[config.mk]
export PLATFORM = sky130hd
export DESIGN_NAME = hc112_monitor_flat
export DESIGN_NICKNAME = d
export VERILOG_FILES = /design/src/rtl/hc112_mon_pkg.sv /design/src/rtl/hc112_monitor_if.sv /design/src/rtl/hc112_ref_ch.sv /design/src/rtl/hc112_monitor.sv /design/src/flat_wrapper.sv
export SDC_FILE = /design/constraint.sdc
export NUM_CORES = 1
export LEC_CHECK = 0
export BUFFER_PORTS_ARGS = -buffer_cell sky130_fd_sc_hd__buf_2
export CELL_PAD_IN_SITES_DETAIL_PLACEMENT = 1
export CELL_PAD_IN_SITES_GLOBAL_PLACEMENT = 1
export CORE_MARGIN = 3
export CORE_UTILIZATION = 44
export DETAILED_ROUTE_END_ITERATION = 10
export GPL_ROUTABILITY_DRIVEN = 0
export PLACE_DENSITY_LB_ADDON = 0.1
export SLEW_MARGIN = 20
export SYNTH_ARGS = -nofsm -noshare
export SYNTH_HDL_FRONTEND = slang
export SYNTH_SLANG_ARGS = --single-unit
[constraint.sdc]
create_clock -name CP -period 8.62 [get_ports CP]
set_clock_uncertainty 0.2 [all_clocks]
set_input_delay 0.862 -clock CP [delete_from_list [all_inputs] [get_ports CP]]
set_output_delay 0.862 -clock CP [all_outputs]
set_load 0.05 [all_outputs]
[src/rtl/hc112_mon_pkg.sv]
// Shared types and constants for the hc112 response monitor.
// Covers state encoding, JK codes, pin sample records and the settle-window bound.
package hc112_mon_pkg;

  typedef enum logic [1:0] {
    ST_IDLE = 2'd0,
    ST_RUN  = 2'd1,
    ST_FAIL = 2'd2
  } mon_state_e;

  localparam logic [1:0] JK_HOLD = 2'b00;
  localparam logic [1:0] JK_RST  = 2'b01;
  localparam logic [1:0] JK_SET  = 2'b10;
  localparam logic [1:0] JK_TGL  = 2'b11;

  localparam int QUIET_W = 4;

  typedef struct packed {
    logic j;
    logic k;
    logic sdn;
    logic rdn;
    logic cpn;
    logic q;
    logic qn;
  } pin_smp_t;

  typedef struct packed {
    logic sdn;
    logic rdn;
    logic cpn;
  } ctl_smp_t;

  // The quiet counter is 4 bits wide, so the settle window is clamped into 1..15
  function automatic logic [QUIET_W-1:0] settle_chk(input int unsigned s);
    if (s < 1) return QUIET_W'(1);
    if (s > 15) return QUIET_W'(15);
    return QUIET_W'(s);
  endfunction

endpackage

[src/rtl/hc112_monitor_if.sv]
// Pin bundle shared by the hc112 stimulus side and the response monitor.
// The master side drives every pin; the monitor only observes.
interface hc112_monitor_if;

  logic J1, K1, SD1N, RD1N, CPN1;
  logic J2, K2, SD2N, RD2N, CPN2;
  logic Q1, Q1N, Q2, Q2N;

  modport master (
    output J1, K1, SD1N, RD1N, CPN1,
    output J2, K2, SD2N, RD2N, CPN2,
    output Q1, Q1N, Q2, Q2N
  );

  modport slave (
    input J1, K1, SD1N, RD1N, CPN1,
    input J2, K2, SD2N, RD2N, CPN2,
    input Q1, Q1N, Q2, Q2N
  );

endinterface

[src/rtl/hc112_ref_ch.sv]
// One hc112 channel: input sampling, golden JK model, validity and quiet window.
// Model lags pins by two edges; compares only when valid, quiet and running; never stalls.
module hc112_ref_ch
  import hc112_mon_pkg::*;
#(
  parameter int unsigned SETTLE = 2
) (
  input  logic clk,
  input  logic rst_n,
  input  logic run,
  input  logic j,
  input  logic k,
  input  logic sdn,
  input  logic rdn,
  input  logic cpn,
  input  logic dut_q,
  input  logic dut_qn,
  output logic cmp_en,
  output logic mis
);

  localparam logic [QUIET_W-1:0] QUIET_LD = settle_chk(SETTLE);
  localparam pin_smp_t PIN_IDLE = '{j: 1'b0, k: 1'b0, sdn: 1'b1, rdn: 1'b1,
                                    cpn: 1'b1, q: 1'b0, qn: 1'b1};
  localparam ctl_smp_t CTL_IDLE = '{sdn: 1'b1, rdn: 1'b1, cpn: 1'b1};

  pin_smp_t s1_q, s1_d;
  ctl_smp_t s2_q, s2_d;
  logic mq_q, mq_d, mqn_q, mqn_d, mv_q, mv_d;
  logic [QUIET_W-1:0] quiet_q, quiet_d;
  logic cpn_fall, chg_evt;

  always_ff @(posedge clk) begin
    if (!rst_n) begin
      s1_q    <= PIN_IDLE;
      s2_q    <= CTL_IDLE;
      mq_q    <= 1'b0;
      mqn_q   <= 1'b1;
      mv_q    <= 1'b0;
      quiet_q <= QUIET_LD;
    end else begin
      s1_q    <= s1_d;
      s2_q    <= s2_d;
      mq_q    <= mq_d;
      mqn_q   <= mqn_d;
      mv_q    <= mv_d;
      quiet_q <= quiet_d;
    end
  end

  always_comb begin
    s1_d = '{j: j, k: k, sdn: sdn, rdn: rdn, cpn: cpn, q: dut_q, qn: dut_qn};
    s2_d = '{sdn: s1_q.sdn, rdn: s1_q.rdn, cpn: s1_q.cpn};
    mq_d = mq_q;
    mqn_d = mqn_q;
    mv_d = mv_q;
    quiet_d = quiet_q;

    cpn_fall = s2_q.cpn & ~s1_q.cpn;
    chg_evt  = cpn_fall | (s1_q.sdn ^ s2_q.sdn) | (s1_q.rdn ^ s2_q.rdn);

    if (!s1_q.sdn && !s1_q.rdn) begin
      mq_d = 1'b1; mqn_d = 1'b1; mv_d = 1'b1;
    end else if (!s1_q.sdn) begin
      mq_d = 1'b1; mqn_d = 1'b0; mv_d = 1'b1;
    end else if (!s1_q.rdn) begin
      mq_d = 1'b0; mqn_d = 1'b1; mv_d = 1'b1;
    end else if (cpn_fall) begin
      case ({s1_q.j, s1_q.k})
        JK_RST:  begin mq_d = 1'b0; mqn_d = 1'b1; mv_d = 1'b1; end
        JK_SET:  begin mq_d = 1'b1; mqn_d = 1'b0; mv_d = 1'b1; end
        JK_TGL:  begin mq_d = ~mq_q; mqn_d = mq_q; end
        default: ;
      endcase
    end

    if (chg_evt) quiet_d = QUIET_LD;
    else if (quiet_q != '0) quiet_d = quiet_q - 1'b1;

    // The model has not absorbed an event seen this cycle yet, so that cycle is never compared
    cmp_en = run & mv_q & (quiet_q == '0) & ~chg_evt;
    mis    = cmp_en & ({s1_q.q, s1_q.qn} != {mq_q, mqn_q});
  end

endmodule

[src/rtl/hc112_monitor.sv]
// hc112 response checker: two reference channels, run/fail control, saturating counters.
// Results trail the pins by SETTLE+2 edges or more; purely observational, no backpressure.
module hc112_monitor
  import hc112_mon_pkg::*;
#(
  parameter int unsigned SETTLE      = 2,
  parameter int unsigned CNT_W       = 16,
  parameter int unsigned HALT_ON_ERR = 0
) (
  input  logic             CP,
  input  logic             RDN,
  input  logic             EN,
  input  logic             CLR,
  hc112_monitor_if.slave   pins,
  output logic             ERR1,
  output logic             ERR2,
  output logic [CNT_W-1:0] MIS1,
  output logic [CNT_W-1:0] MIS2,
  output logic [CNT_W-1:0] CHK,
  output logic [1:0]       FIRST_CH,
  output logic [CNT_W-1:0] FIRST_IDX,
  output logic [1:0]       STATE
);

  mon_state_e state_q, state_d;
  logic [CNT_W-1:0] chk_q, chk_d, mis1_q, mis1_d, mis2_q, mis2_d, first_idx_q, first_idx_d;
  logic err1_q, err1_d, err2_q, err2_d;
  logic [1:0] first_ch_q, first_ch_d;
  logic run, cmp1, cmp2, mis1, mis2, any_mis;
  logic [1:0] cmp_n;

  function automatic logic [CNT_W-1:0] sat_add(input logic [CNT_W-1:0] v, input logic [1:0] n);
    logic [CNT_W:0] s;
    s = {1'b0, v} + {{(CNT_W-1){1'b0}}, n};
    return s[CNT_W] ? {CNT_W{1'b1}} : s[CNT_W-1:0];
  endfunction

  assign run = (state_q == ST_RUN);

  hc112_ref_ch #(.SETTLE(SETTLE)) u_ch1 (
    .clk(CP), .rst_n(RDN), .run(run),
    .j(pins.J1), .k(pins.K1), .sdn(pins.SD1N), .rdn(pins.RD1N), .cpn(pins.CPN1),
    .dut_q(pins.Q1), .dut_qn(pins.Q1N), .cmp_en(cmp1), .mis(mis1)
  );

  hc112_ref_ch #(.SETTLE(SETTLE)) u_ch2 (
    .clk(CP), .rst_n(RDN), .run(run),
    .j(pins.J2), .k(pins.K2), .sdn(pins.SD2N), .rdn(pins.RD2N), .cpn(pins.CPN2),
    .dut_q(pins.Q2), .dut_qn(pins.Q2N), .cmp_en(cmp2), .mis(mis2)
  );

  always_ff @(posedge CP) begin
    if (!RDN) begin
      state_q     <= ST_IDLE;
      chk_q       <= '0;
      mis1_q      <= '0;
      mis2_q      <= '0;
      err1_q      <= 1'b0;
      err2_q      <= 1'b0;
      first_ch_q  <= 2'd0;
      first_idx_q <= '0;
    end else begin
      state_q     <= state_d;
      chk_q       <= chk_d;
      mis1_q      <= mis1_d;
      mis2_q      <= mis2_d;
      err1_q      <= err1_d;
      err2_q      <= err2_d;
      first_ch_q  <= first_ch_d;
      first_idx_q <= first_idx_d;
    end
  end

  always_comb begin
    state_d     = state_q;
    chk_d       = chk_q;
    mis1_d      = mis1_q;
    mis2_d      = mis2_q;
    err1_d      = err1_q;
    err2_d      = err2_q;
    first_ch_d  = first_ch_q;
    first_idx_d = first_idx_q;
    any_mis     = mis1 | mis2;
    cmp_n       = {1'b0, cmp1} + {1'b0, cmp2};

    case (state_q)
      ST_IDLE: if (EN) state_d = ST_RUN;
      ST_RUN: begin
        // A clear in the same cycle wins over a halting mismatch
        if ((HALT_ON_ERR != 0) && any_mis && !CLR) state_d = ST_FAIL;
        else if (!EN) state_d = ST_IDLE;
      end
      ST_FAIL: if (CLR) state_d = ST_IDLE;
      default: state_d = ST_IDLE;
    endcase

    if (CLR) begin
      chk_d       = '0;
      mis1_d      = '0;
      mis2_d      = '0;
      err1_d      = 1'b0;
      err2_d      = 1'b0;
      first_ch_d  = 2'd0;
      first_idx_d = '0;
    end else begin
      if ((first_ch_q == 2'd0) && any_mis) begin
        first_ch_d  = {mis2, mis1};
        first_idx_d = chk_q;
      end
      chk_d  = sat_add(chk_q, cmp_n);
      mis1_d = sat_add(mis1_q, {1'b0, mis1});
      mis2_d = sat_add(mis2_q, {1'b0, mis2});
      err1_d = err1_q | mis1;
      err2_d = err2_q | mis2;
    end
  end

  assign ERR1      = err1_q;
  assign ERR2      = err2_q;
  assign MIS1      = mis1_q;
  assign MIS2      = mis2_q;
  assign CHK       = chk_q;
  assign FIRST_CH  = first_ch_q;
  assign FIRST_IDX = first_idx_q;
  assign STATE     = state_q;

endmodule
[src/flat_wrapper.sv]
// flat-port wrapper written by rule: the top's interface ports become plain ports
module hc112_monitor_flat import hc112_mon_pkg::*;
#(
  parameter int unsigned SETTLE      = 2,
  parameter int unsigned CNT_W       = 16,
  parameter int unsigned HALT_ON_ERR = 0
)
  (CP, RDN, EN, CLR, ERR1, ERR2, MIS1, MIS2, CHK, FIRST_CH, FIRST_IDX, STATE, pins_J1, pins_K1, pins_SD1N, pins_RD1N, pins_CPN1, pins_J2, pins_K2, pins_SD2N, pins_RD2N, pins_CPN2, pins_Q1, pins_Q1N, pins_Q2, pins_Q2N);
  hc112_monitor_if pins_i ();
  input  logic CP;
  input  logic RDN;
  input  logic EN;
  input  logic CLR;
  output logic ERR1;
  output logic ERR2;
  output logic [CNT_W-1:0] MIS1;
  output logic [CNT_W-1:0] MIS2;
  output logic [CNT_W-1:0] CHK;
  output logic [1:0] FIRST_CH;
  output logic [CNT_W-1:0] FIRST_IDX;
  output logic [1:0] STATE;
  input wire logic [$bits(pins_i.J1)-1:0] pins_J1;
  input wire logic [$bits(pins_i.K1)-1:0] pins_K1;
  input wire logic [$bits(pins_i.SD1N)-1:0] pins_SD1N;
  input wire logic [$bits(pins_i.RD1N)-1:0] pins_RD1N;
  input wire logic [$bits(pins_i.CPN1)-1:0] pins_CPN1;
  input wire logic [$bits(pins_i.J2)-1:0] pins_J2;
  input wire logic [$bits(pins_i.K2)-1:0] pins_K2;
  input wire logic [$bits(pins_i.SD2N)-1:0] pins_SD2N;
  input wire logic [$bits(pins_i.RD2N)-1:0] pins_RD2N;
  input wire logic [$bits(pins_i.CPN2)-1:0] pins_CPN2;
  input wire logic [$bits(pins_i.Q1)-1:0] pins_Q1;
  input wire logic [$bits(pins_i.Q1N)-1:0] pins_Q1N;
  input wire logic [$bits(pins_i.Q2)-1:0] pins_Q2;
  input wire logic [$bits(pins_i.Q2N)-1:0] pins_Q2N;
  assign pins_i.J1 = pins_J1;
  assign pins_i.K1 = pins_K1;
  assign pins_i.SD1N = pins_SD1N;
  assign pins_i.RD1N = pins_RD1N;
  assign pins_i.CPN1 = pins_CPN1;
  assign pins_i.J2 = pins_J2;
  assign pins_i.K2 = pins_K2;
  assign pins_i.SD2N = pins_SD2N;
  assign pins_i.RD2N = pins_RD2N;
  assign pins_i.CPN2 = pins_CPN2;
  assign pins_i.Q1 = pins_Q1;
  assign pins_i.Q1N = pins_Q1N;
  assign pins_i.Q2 = pins_Q2;
  assign pins_i.Q2N = pins_Q2N;
  hc112_monitor #(.SETTLE(SETTLE), .CNT_W(CNT_W), .HALT_ON_ERR(HALT_ON_ERR)) u_core (.CP(CP), .RDN(RDN), .EN(EN), .CLR(CLR), .pins(pins_i), .ERR1(ERR1), .ERR2(ERR2), .MIS1(MIS1), .MIS2(MIS2), .CHK(CHK), .FIRST_CH(FIRST_CH), .FIRST_IDX(FIRST_IDX), .STATE(STATE));
endmodule
After elaboration in Yosys (flattened, before gate mapping)
Index checks and enable logic that the tools add are counted.

storage, ports and cells
  logic and storage cells = 155
  memories = 0
  memory bits (writable) = 0
  bits in latches = 0
  ROM bits = 0
  bits in registers = 104

operators by class
  bitwise logic cells = 28
  mux-type cells = 35
  eq/ne operators = 23
  reduce and logical (&&, ||, !) cells = 27
  order comparisons = 0
  shift operators = 0
  divide/modulo/power cells = 0
  multipliers = 0
  $add $sub $neg = 6

operators with widths
  operator               count
  $mux W16               3
  $add A16 B1 Y17        2
  $mux W1                24
  $add A16 B2 Y17        1
  $reduce_or A2 Y1       7
  $ne A6 B2 Y1 const B   2
  $pmux W1 S3            4
  $reduce_and A2 Y1      6
  $and A1 B1 Y1          10
  $eq A2 B2 Y1 const B   5
  $ne A5 B2 Y1 const B   2
  $logic_not A4 Y1       2
  $ne A4 B2 Y1 const B   2
  $ne A4 B3 Y1 const B   2
  $reduce_bool A4 Y1     2
  $sub A4 B1 Y4 const B  2
  $not A1 Y1             7
  $or A1 B1 Y1           7
  $eq A2 B1 Y1 const B   3
  $mux W2                3
  $ne A2 B2 Y1 const B   3
  $ne A3 B2 Y1 const B   2
  $pmux W2 S3            1
  $logic_not A1 Y1       4
  6 further kinds        13

Longest topological paths before layout
Gate-level depths: netlist of the first run.

  word-level depth = 9
  depth in mapped cells = 13

Hierarchy
A second synthesis of the first run with hierarchy kept.

unflattened totals
  cells, all modules = 482
  area total of the unflattened synthesis = 4377.9 µm²

modules (own cells, without submodules)
  module         area each (µm²)  cells each  instances
  hc112_monitor  2924.1           334         1
  hc112_ref_ch   726.9            74          2

Worst setup path before layout of the first run
Ideal clock, no wire load.

  path type = register to register
  start = reg u_core.u_ch2.quiet_q[0]
  end = reg u_core.mis2_q[10], in the netlist u_core.MIS2[10]
  buffers on the path = 3
  setup slack = 5.686 ns
  library setup time = 0.070 ns
  data required time = 8.350 ns
  data arrival time = 2.664 ns
  cell stages (with the launch flop) = 14
  cells stage by stage = dfxtp_1 -> inv_1 -> ha_1 -> nand2b_1 -> or2_0 -> buf_6 -> nor4b_4 -> ha_1 -> and3_1 -> and3_1 -> clkbuf_1 -> nand4_1 -> clkbuf_1 -> a21oi_1

on the way
  longest elaborated chain between the ends = 6

ends and longest elaborated chain
  item                         RTL line             source
  start: declaration           hc112_ref_ch.sv:30   logic [QUIET_W-1:0] quiet_q, quiet_d;
  start signal: assignment     hc112_ref_ch.sv:47   quiet_q <= quiet_d;
  $logic_not A4 Y1             hc112_ref_ch.sv:81   cmp_en = run & mv_q & (quiet_q == '0) & ~chg_evt;
  $and A1 B1 Y1 (2 in series)  hc112_ref_ch.sv:81
  $and A1 B1 Y1                hc112_ref_ch.sv:82   mis = cmp_en & ({s1_q.q, s1_q.qn} != {mq_q, mqn_q});
  net u_core.mis2              hc112_monitor.sv:29  logic run, cmp1, cmp2, mis1, mis2, any_mis;
  $add A16 B1 Y17              hc112_monitor.sv:34  s = {1'b0, v} + {{(CNT_W-1){1'b0}}, n};
  $mux W16                     hc112_monitor.sv:35  return s[CNT_W] ? {CNT_W{1'b1}} : s[CNT_W-1:0];
  end signal: assignment       hc112_monitor.sv:66  mis2_q <= mis2_d;
  end: declaration             hc112_monitor.sv:26  logic [CNT_W-1:0] chk_q, chk_d, mis1_q, mis1_d, mis2_q, mis2_d, first_idx_q, first_idx_d;

The timed path passes the listed nets, and every way through them passes these cells.
A chain may end at the register's enable or synchronous reset.

Final worst setup path of the first run
  start = reg u_core.u_ch2.quiet_q[0]
  end = reg u_core.mis2_q[0], in the netlist u_core.MIS2[0]

The elaborated chain is that of the path after synthesis.

==> results.py, run 1 <==
metrics = {
    "min_path": {
        "hold-path-cell-count": 1,
        "min-delay-path-class": "register to register",
    },
    "logic_synthesis": {
        "ys_ff_latch": 103,
        "synthDominantCellAreaShare_pct": 46.69,
        "async_flop_share_pct": 0,
        "synth.yosys.seq_area_share_pct": 46.69,
        "ys_top_cells_by_count": "103 x sky130_fd_sc_hd__dfxtp_1, 55 x sky130_fd_sc_hd__nand2_1, 46 x sky130_fd_sc_hd__a21oi_1",
        "synth.cell_area_mm2": 0.004417,
        "top_count_cell_post_synth": "sky130_fd_sc_hd__dfxtp_1",
        "syn_nets": 518,
        "library_cell_occupying_the_most_area_in_the_post_synthesis_netlist": "sky130_fd_sc_hd__dfxtp_1",
        "syn-mean-instance-area_um2": 9.125,
        "netlist-cell-type-count": 46,
        "synthFlopType": "sky130_fd_sc_hd__dfxtp_1",
        "synth-edff-count": 0,
        "post_synth_main_area_contributors": "sky130_fd_sc_hd__dfxtp_1 47%, sky130_fd_sc_hd__a21oi_1 5.2%, sky130_fd_sc_hd__nand2_1 4.7%",
        "yosysWarnings": 0,
        "syn_inst": 484,
    },
    "die": {
        "core.rowCount": 35,
        "die_h_um": 106.2,
        "fp.coreArea_mm2": 0.009503,
        "pin_count": 88,
        "die_area_mm2": 0.01128,
        "horizontal_extent_of_the_die_um": 106.2,
        "start_util_pct": 46.48,
    },
    "global_route": {
        "grt_pass1_vias": 3601,
        "grt_overflow": 0,
        "grt.total_usage_pct": 18.75,
        "grt_start_max_net_pins": 50,
        "grt_antenna_before_repair": 0,
        "grt_pass1_wl_um": 17370,
    },
    "layout": {
        "number_of_antenna_repair_diodes": 0,
        "area_delta_synth_final_pct": 16.06,
        "layout.nets": 594,
        "final_cell_area_mm2": 0.005126,
        "proportion_of_layout_cells_with_a_drive_suffix_above_1_pct": 19.68,
        "fillCellCount": 1154,
    },
    "clock_network": {
        "tritoncts.num_buffers": 9,
        "post_cts_buffers": 0,
        "clk_pin_slew_ns": 0.10,
        "clk_latency_ns": 0.36,
        "post_cts_hold_buffer_count": 0,
        "htree_levels": 3,
        "root_buffer": "sky130_fd_sc_hd__clkbuf_8",
        "tritoncts_num_sinks": 103,
        "cts-root-to-sink-buffers": 2,
        "tritoncts": "built",
        "post_cts.resized_instances": 0,
    },
    "routing": {
        "route.final.wire_length_um": 10190,
        "drt_iter0_markers": 99,
        "dr_total_vias": 3542,
        "drt_pass1_iterations": 5,
        "wl_per_cell_um": 14.70,
        "ant_nets": 0,
        "detail_route.drc_violations": 0,
        "route.detailed.vias_per_inst": 5.111,
    },
    "worst_setup_path": {
        "worstSetupPathType": "register to register",
        "timing.critical_path.to_type": "register",
        "worst-path-max-fanout": 12,
        "setup.worst_path.start_class": "register",
        "r2r.worst_path.cells": 10,
        "critPathRequiredTime_ns": 8.70,
        "worst_path_arrival_time_ns": 3.57,
    },
    "power": {
        "total_leakage_power_nw": 2.258,
        "irDropWorstVdd_v": 0.00007336,
        "power.density_mw_per_mm2": 170.1,
    },
    "place": {
        "place.port_buffers": 86,
        "placement.cell_area_mm2": 0.004915,
        "final_hpwl_dp_um": 7267,
    },
    "timing": {
        "relSlewSlack_pct": 34.97,
        "min_period_over_period_pct": 40.50,
        "hold_violations": 0,
        "fin_hold_ws_ns": 0.2507,
        "worst-slew-pin-transition_ns": 0.9754,
        "total_negative_slack_for_setup_checks_ns": 0,
        "final_max_slew_viol_count": 0,
        "setup_violations": 0,
        "layout_min_cycle_time_ns": 3.492,
        "fmax_mhz": 286.4,
        "setup_repair_after_global_routing_missed_its_margin": "no",
    },
    "job": {
        "max_cap_violations": 0,
    },
    "outcome": {
        "status": "complete, no violations",
    },
}
-- stage by stage --
| stage | utilization (%) | instances | setup WS [ns] | total power, mW |
|---|---|---|---|---|
| after floorplan | - | 484 | 5.686 | 0.5441 |
| after global placement | 51.72 | 678 | 5.296 | 0.5539 |
| after detailed placement | 51.72 | 678 | 5.159 | 0.5576 |
| after CTS | 53.94 | 693 | 5.099 | 0.8821 |
| after global routing | 53.94 | 693 | 4.832 | 0.9151 |
| final | 53.94 | 693 | 5.128 | 0.8718 |
-- cell families after synthesis --
family | synth area share (%)
buf+inv | 3.767
flops | 46.69
other cells | 0.08490
simple gates | 22.80
fa+ha+maj | 4.703
mux | 4.079
compound gates | 10.34
xor+xnor | 7.535
-- final timing paths --
path | startpoint | endpoint | slack [ns]
setup / recovery | u_core.u_ch2.quiet_q[0] | u_core.MIS2[0] | 5.13
hold / removal | u_core.u_ch1.s1_q[2] | u_core.u_ch1.s2_q[0] | 0.25
setup reg to reg | u_core.u_ch2.quiet_q[0] | u_core.MIS2[0] | 5.13
hold reg to reg | u_core.u_ch1.s1_q[2] | u_core.u_ch1.s2_q[0] | 0.25
-- worst max-delay path, stage by stage, from the launching register on --
cell                       delay, ns
sky130_fd_sc_hd__dfxtp_1        0.34
sky130_fd_sc_hd__inv_1          0.09
sky130_fd_sc_hd__ha_1           0.16
sky130_fd_sc_hd__nand2b_1       0.07
sky130_fd_sc_hd__or2_0          0.33
sky130_fd_sc_hd__nor4b_4        0.52
sky130_fd_sc_hd__ha_1           0.28
sky130_fd_sc_hd__and3_1         0.25
sky130_fd_sc_hd__and3_1         0.37
sky130_fd_sc_hd__nand4_1        0.52
sky130_fd_sc_hd__a21oi_1        0.30
-- flip-flops by register name, summed over array words and instances (netlist names), 2 cells and up --
register              flops
u_core.CHK               16
u_core.FIRST_CH           2
u_core.FIRST_IDX         16
u_core.MIS1              16
u_core.MIS2              16
u_core.u_ch1.quiet_q      4
u_core.u_ch1.s1_q         7
u_core.u_ch1.s2_q         3
u_core.u_ch2.quiet_q      4
u_core.u_ch2.s1_q         7
u_core.u_ch2.s2_q         3
-- cell usage in the layout, fill, tap and decap left out, drive strengths merged, types with 16 or more instances in the layout --
cell / synthesis / layout
a21oi: 46 / 46
buf: 5 / 87
dfxtp: 103 / 103
inv: 16 / 16
mux2i: 18 / 18
nand2: 55 / 55
nand2b: 24 / 24
nand3: 20 / 20
nor2: 34 / 34
xor2: 23 / 23
-- metal layers --
metal	up-vias	routed length [um]	GRT usage, %
li1	1779	-	-
met1	1688	4524	22.41
met2	62	5137	33.39
met3	13	402	4.554
met4	0	122	5.180
met5	-	0	0
-- final cells by class --
class / count / area (um2) / area share (%)
Clock buffer: 11 / 141.4 / 2.758
Inverter: 16 / 60.06 / 1.172
Tap cell: 129 / 161.4 / 3.149
Clock inverter: 4 / 70.07 / 1.367
Sequential cell: 103 / 2062 / 40.22
Multi-Input combinational cell: 343 / 2193 / 42.79
Timing Repair Buffer: 87 / 437.9 / 8.543
-- power by group --
| part | leakage, nW | total (mW) | switching [mW] | internal, mW |
|---|---|---|---|---|
| Clock | 0.109 | 0.326 | 0.157 | 0.169 |
| Sequential | 0.837 | 0.492 | 0.00714 | 0.485 |
| Combinational | 1.31 | 0.0534 | 0.0317 | 0.0217 |
Power figures use the tool's default switching activity.
==> run 2: changes to the inputs <==
Settings changed: CORE_UTILIZATION 44 to 37.
Clock period 8.62 ns to 3.2 ns, I/O delays scaled along.
==> results.py, run 2 (synthesized netlist as in run 1, its figures left out) <==
metrics = {
    "power": {
        "p_sw_share_pct": 22.59,
        "power_frac_clock_pct": 44.2,
        "irDropWorstVdd_v": 0.0003350,
        "switching_power_uw": 604.3,
        "total_leakage_power_nw": 2.430,
        "cell_internal_pwr_mw": 2.071,
        "fin_total_pwr_mw": 2.675,
        "combinationalPowerShare_pct": 6.2,
        "power.density_mw_per_mm2": 485.2,
        "seqPwrFrac_pct": 49.6,
    },
    "global_route": {
        "grt_pass1_vias": 3678,
        "grt_start_max_net_pins": 49,
        "grt.total_usage_pct": 16.37,
        "grt_antenna_before_repair": 0,
        "grt_pass1_wl_um": 17420,
        "grt_overflow": 0,
    },
    "place": {
        "place.port_buffers": 86,
        "final_hpwl_dp_um": 7386,
    },
    "die": {
        "die_area_mm2": 0.01328,
        "fp.coreArea_mm2": 0.01156,
        "horizontal_extent_of_the_die_um": 115.3,
        "start_util_pct": 38.19,
        "die_h_um": 115.3,
        "pin_count": 88,
        "core.rowCount": 39,
    },
    "timing": {
        "final_max_slew_viol_count": 0,
        "worst-slew-pin-transition_ns": 0.7045,
        "min_period_over_period_pct": 92.59,
        "layout_min_cycle_time_ns": 2.963,
        "hold_violations": 0,
        "relSlewSlack_pct": 52.85,
        "total_negative_slack_for_setup_checks_ns": 0,
        "fmax_mhz": 337.5,
        "setup_violations": 0,
        "setup_repair_after_global_routing_missed_its_margin": "no",
        "fin_hold_ws_ns": 0.05992,
    },
    "worst_setup_path": {
        "worst-path-max-fanout": 5,
        "worstSetupPathType": "register to register",
        "timing.critical_path.to_type": "register",
        "worst_path_arrival_time_ns": 2.98,
        "setup.worst_path.start_class": "register",
        "critPathRequiredTime_ns": 3.21,
    },
    "layout": {
        "layout.nets": 620,
        "layout_common_cells": "103 x sky130_fd_sc_hd__dfxtp_1, 86 x sky130_fd_sc_hd__buf_2, 55 x sky130_fd_sc_hd__nand2_1, 46 x sky130_fd_sc_hd__a21oi_1, 34 x sky130_fd_sc_hd__nor2_1",
        "layout.core_utilization_pct": 47.68,
        "area_delta_synth_final_pct": 24.84,
        "layout.cells.most_common": "sky130_fd_sc_hd__dfxtp_1",
        "number_of_antenna_repair_diodes": 0,
        "proportion_of_layout_cells_with_a_drive_suffix_above_1_pct": 21.66,
    },
    "job": {
        "max_cap_violations": 0,
    },
    "routing": {
        "ant_nets": 0,
        "drt_pass1_iterations": 4,
        "route.final.wire_length_um": 10480,
        "route.detailed.vias_per_inst": 4.969,
        "detail_route.drc_violations": 0,
        "drt_iter0_markers": 175,
        "dr_total_vias": 3647,
        "wl_per_cell_um": 14.27,
    },
    "clock_network": {
        "root_buffer": "sky130_fd_sc_hd__clkbuf_16",
        "tritoncts": "built",
        "clk_pin_slew_ns": 0.07,
        "htree_levels": 3,
        "cts-root-to-sink-buffers": 2,
        "clk_latency_ns": 0.35,
        "tritoncts_num_sinks": 103,
        "tritoncts.num_buffers": 9,
    },
    "min_path": {
        "min-delay-path-class": "input pin to register",
    },
    "outcome": {
        "status": "complete, no violations",
    },
}
-- run 2: cell count changes in the layout (fill, tap and decap cells not counted), sizes merged --
| cell | change |
|---|---|
| clkinvlp | +2 |
| clkbuf | -2 |
| buf | +11 |
| clkinv | +1 |
| dlygate4sd3 | +15 |
-- run 2: power groups by stage --
stage	Sequential, mW	Clock, mW	Combinational [mW]
finish	1.33	1.18	0.166
global route	1.33	1.28	0.187
CTS	1.33	1.21	0.166
detailed placement	1.36	0	0.151
global placement	1.35	0	0.147
floorplan	1.35	0	0.114
-- run 2: timing repair --
item | CTS | global route
hold buffers | 15 | 0
gates resized for setup | 0 | 5
setup endpoints to repair | 0 | 13
setup buffers | 0 | 0
endpoints found under the hold margin | 15 | 0
-- run 2: area by class of cell --
cell class / count / area [um2]
Sequential cell: 103 / 2062
Timing Repair Buffer: 113 / 670.6
Clock inverter: 7 / 97.59
Tap cell: 143 / 178.9
Inverter: 16 / 60.06
Multi-Input combinational cell: 343 / 2220
Fill cell: 1358 / 6051
Clock buffer: 9 / 225.2
-- run 2: path summary, 6_finish.rpt --
path / depth (start not counted) / start / endpoint / slack (ns)
worst min-delay path: 3 / CLR / u_core.ERR2 / 0.06
worst min register to register: 1 / u_core.u_ch1.s1_q[2] / u_core.u_ch1.s2_q[0] / 0.23
worst max-delay path: 13 / u_core.u_ch1.quiet_q[0] / u_core.MIS1[14] / 0.24
worst max register to register: 13 / u_core.u_ch1.quiet_q[0] / u_core.MIS1[14] / 0.24
-- run 2: critical path: stages (launching register included) --
cell and delay, ns:
sky130_fd_sc_hd__dfxtp_1 0.33, sky130_fd_sc_hd__inv_1 0.09, sky130_fd_sc_hd__ha_1 0.18, sky130_fd_sc_hd__nand2b_1 0.08, sky130_fd_sc_hd__or2_0 0.25, sky130_fd_sc_hd__buf_4 0.18
sky130_fd_sc_hd__nor4b_4 0.29, sky130_fd_sc_hd__ha_2 0.25, sky130_fd_sc_hd__nand2_1 0.15, sky130_fd_sc_hd__nor4_4 0.30, sky130_fd_sc_hd__buf_4 0.17, sky130_fd_sc_hd__nand3_1 0.08
sky130_fd_sc_hd__nor3b_1 0.22, sky130_fd_sc_hd__nor3_1 0.07
-- run 2: per-layer routing --
| layer | GRT usage [%] | wire length (um) | vias to the layer above | part of all wire [%] |
|---|---|---|---|---|
| li1 | - | - | 1833 | - |
| met1 | 19.76 | 4728 | 1731 | 45 |
| met2 | 28.01 | 5132 | 63 | 49 |
| met3 | 3.684 | 364 | 20 | 3.5 |
| met4 | 6.886 | 250 | 0 | 2.4 |
| met5 | 0 | 0 | - | 0 |
-- run 2: through the flow --
step / std cells / cell area (um2) / setup slack, ns
finish: 734 / 5514 / 0.2373
CTS: 734 / 5488 / 0.1201
global route: 734 / 5514 / 0.001529
global placement: 703 / 5015 / 0.2515
detailed placement: 703 / 5015 / 0.1992
floorplan: 484 / 4417 / 0.2659
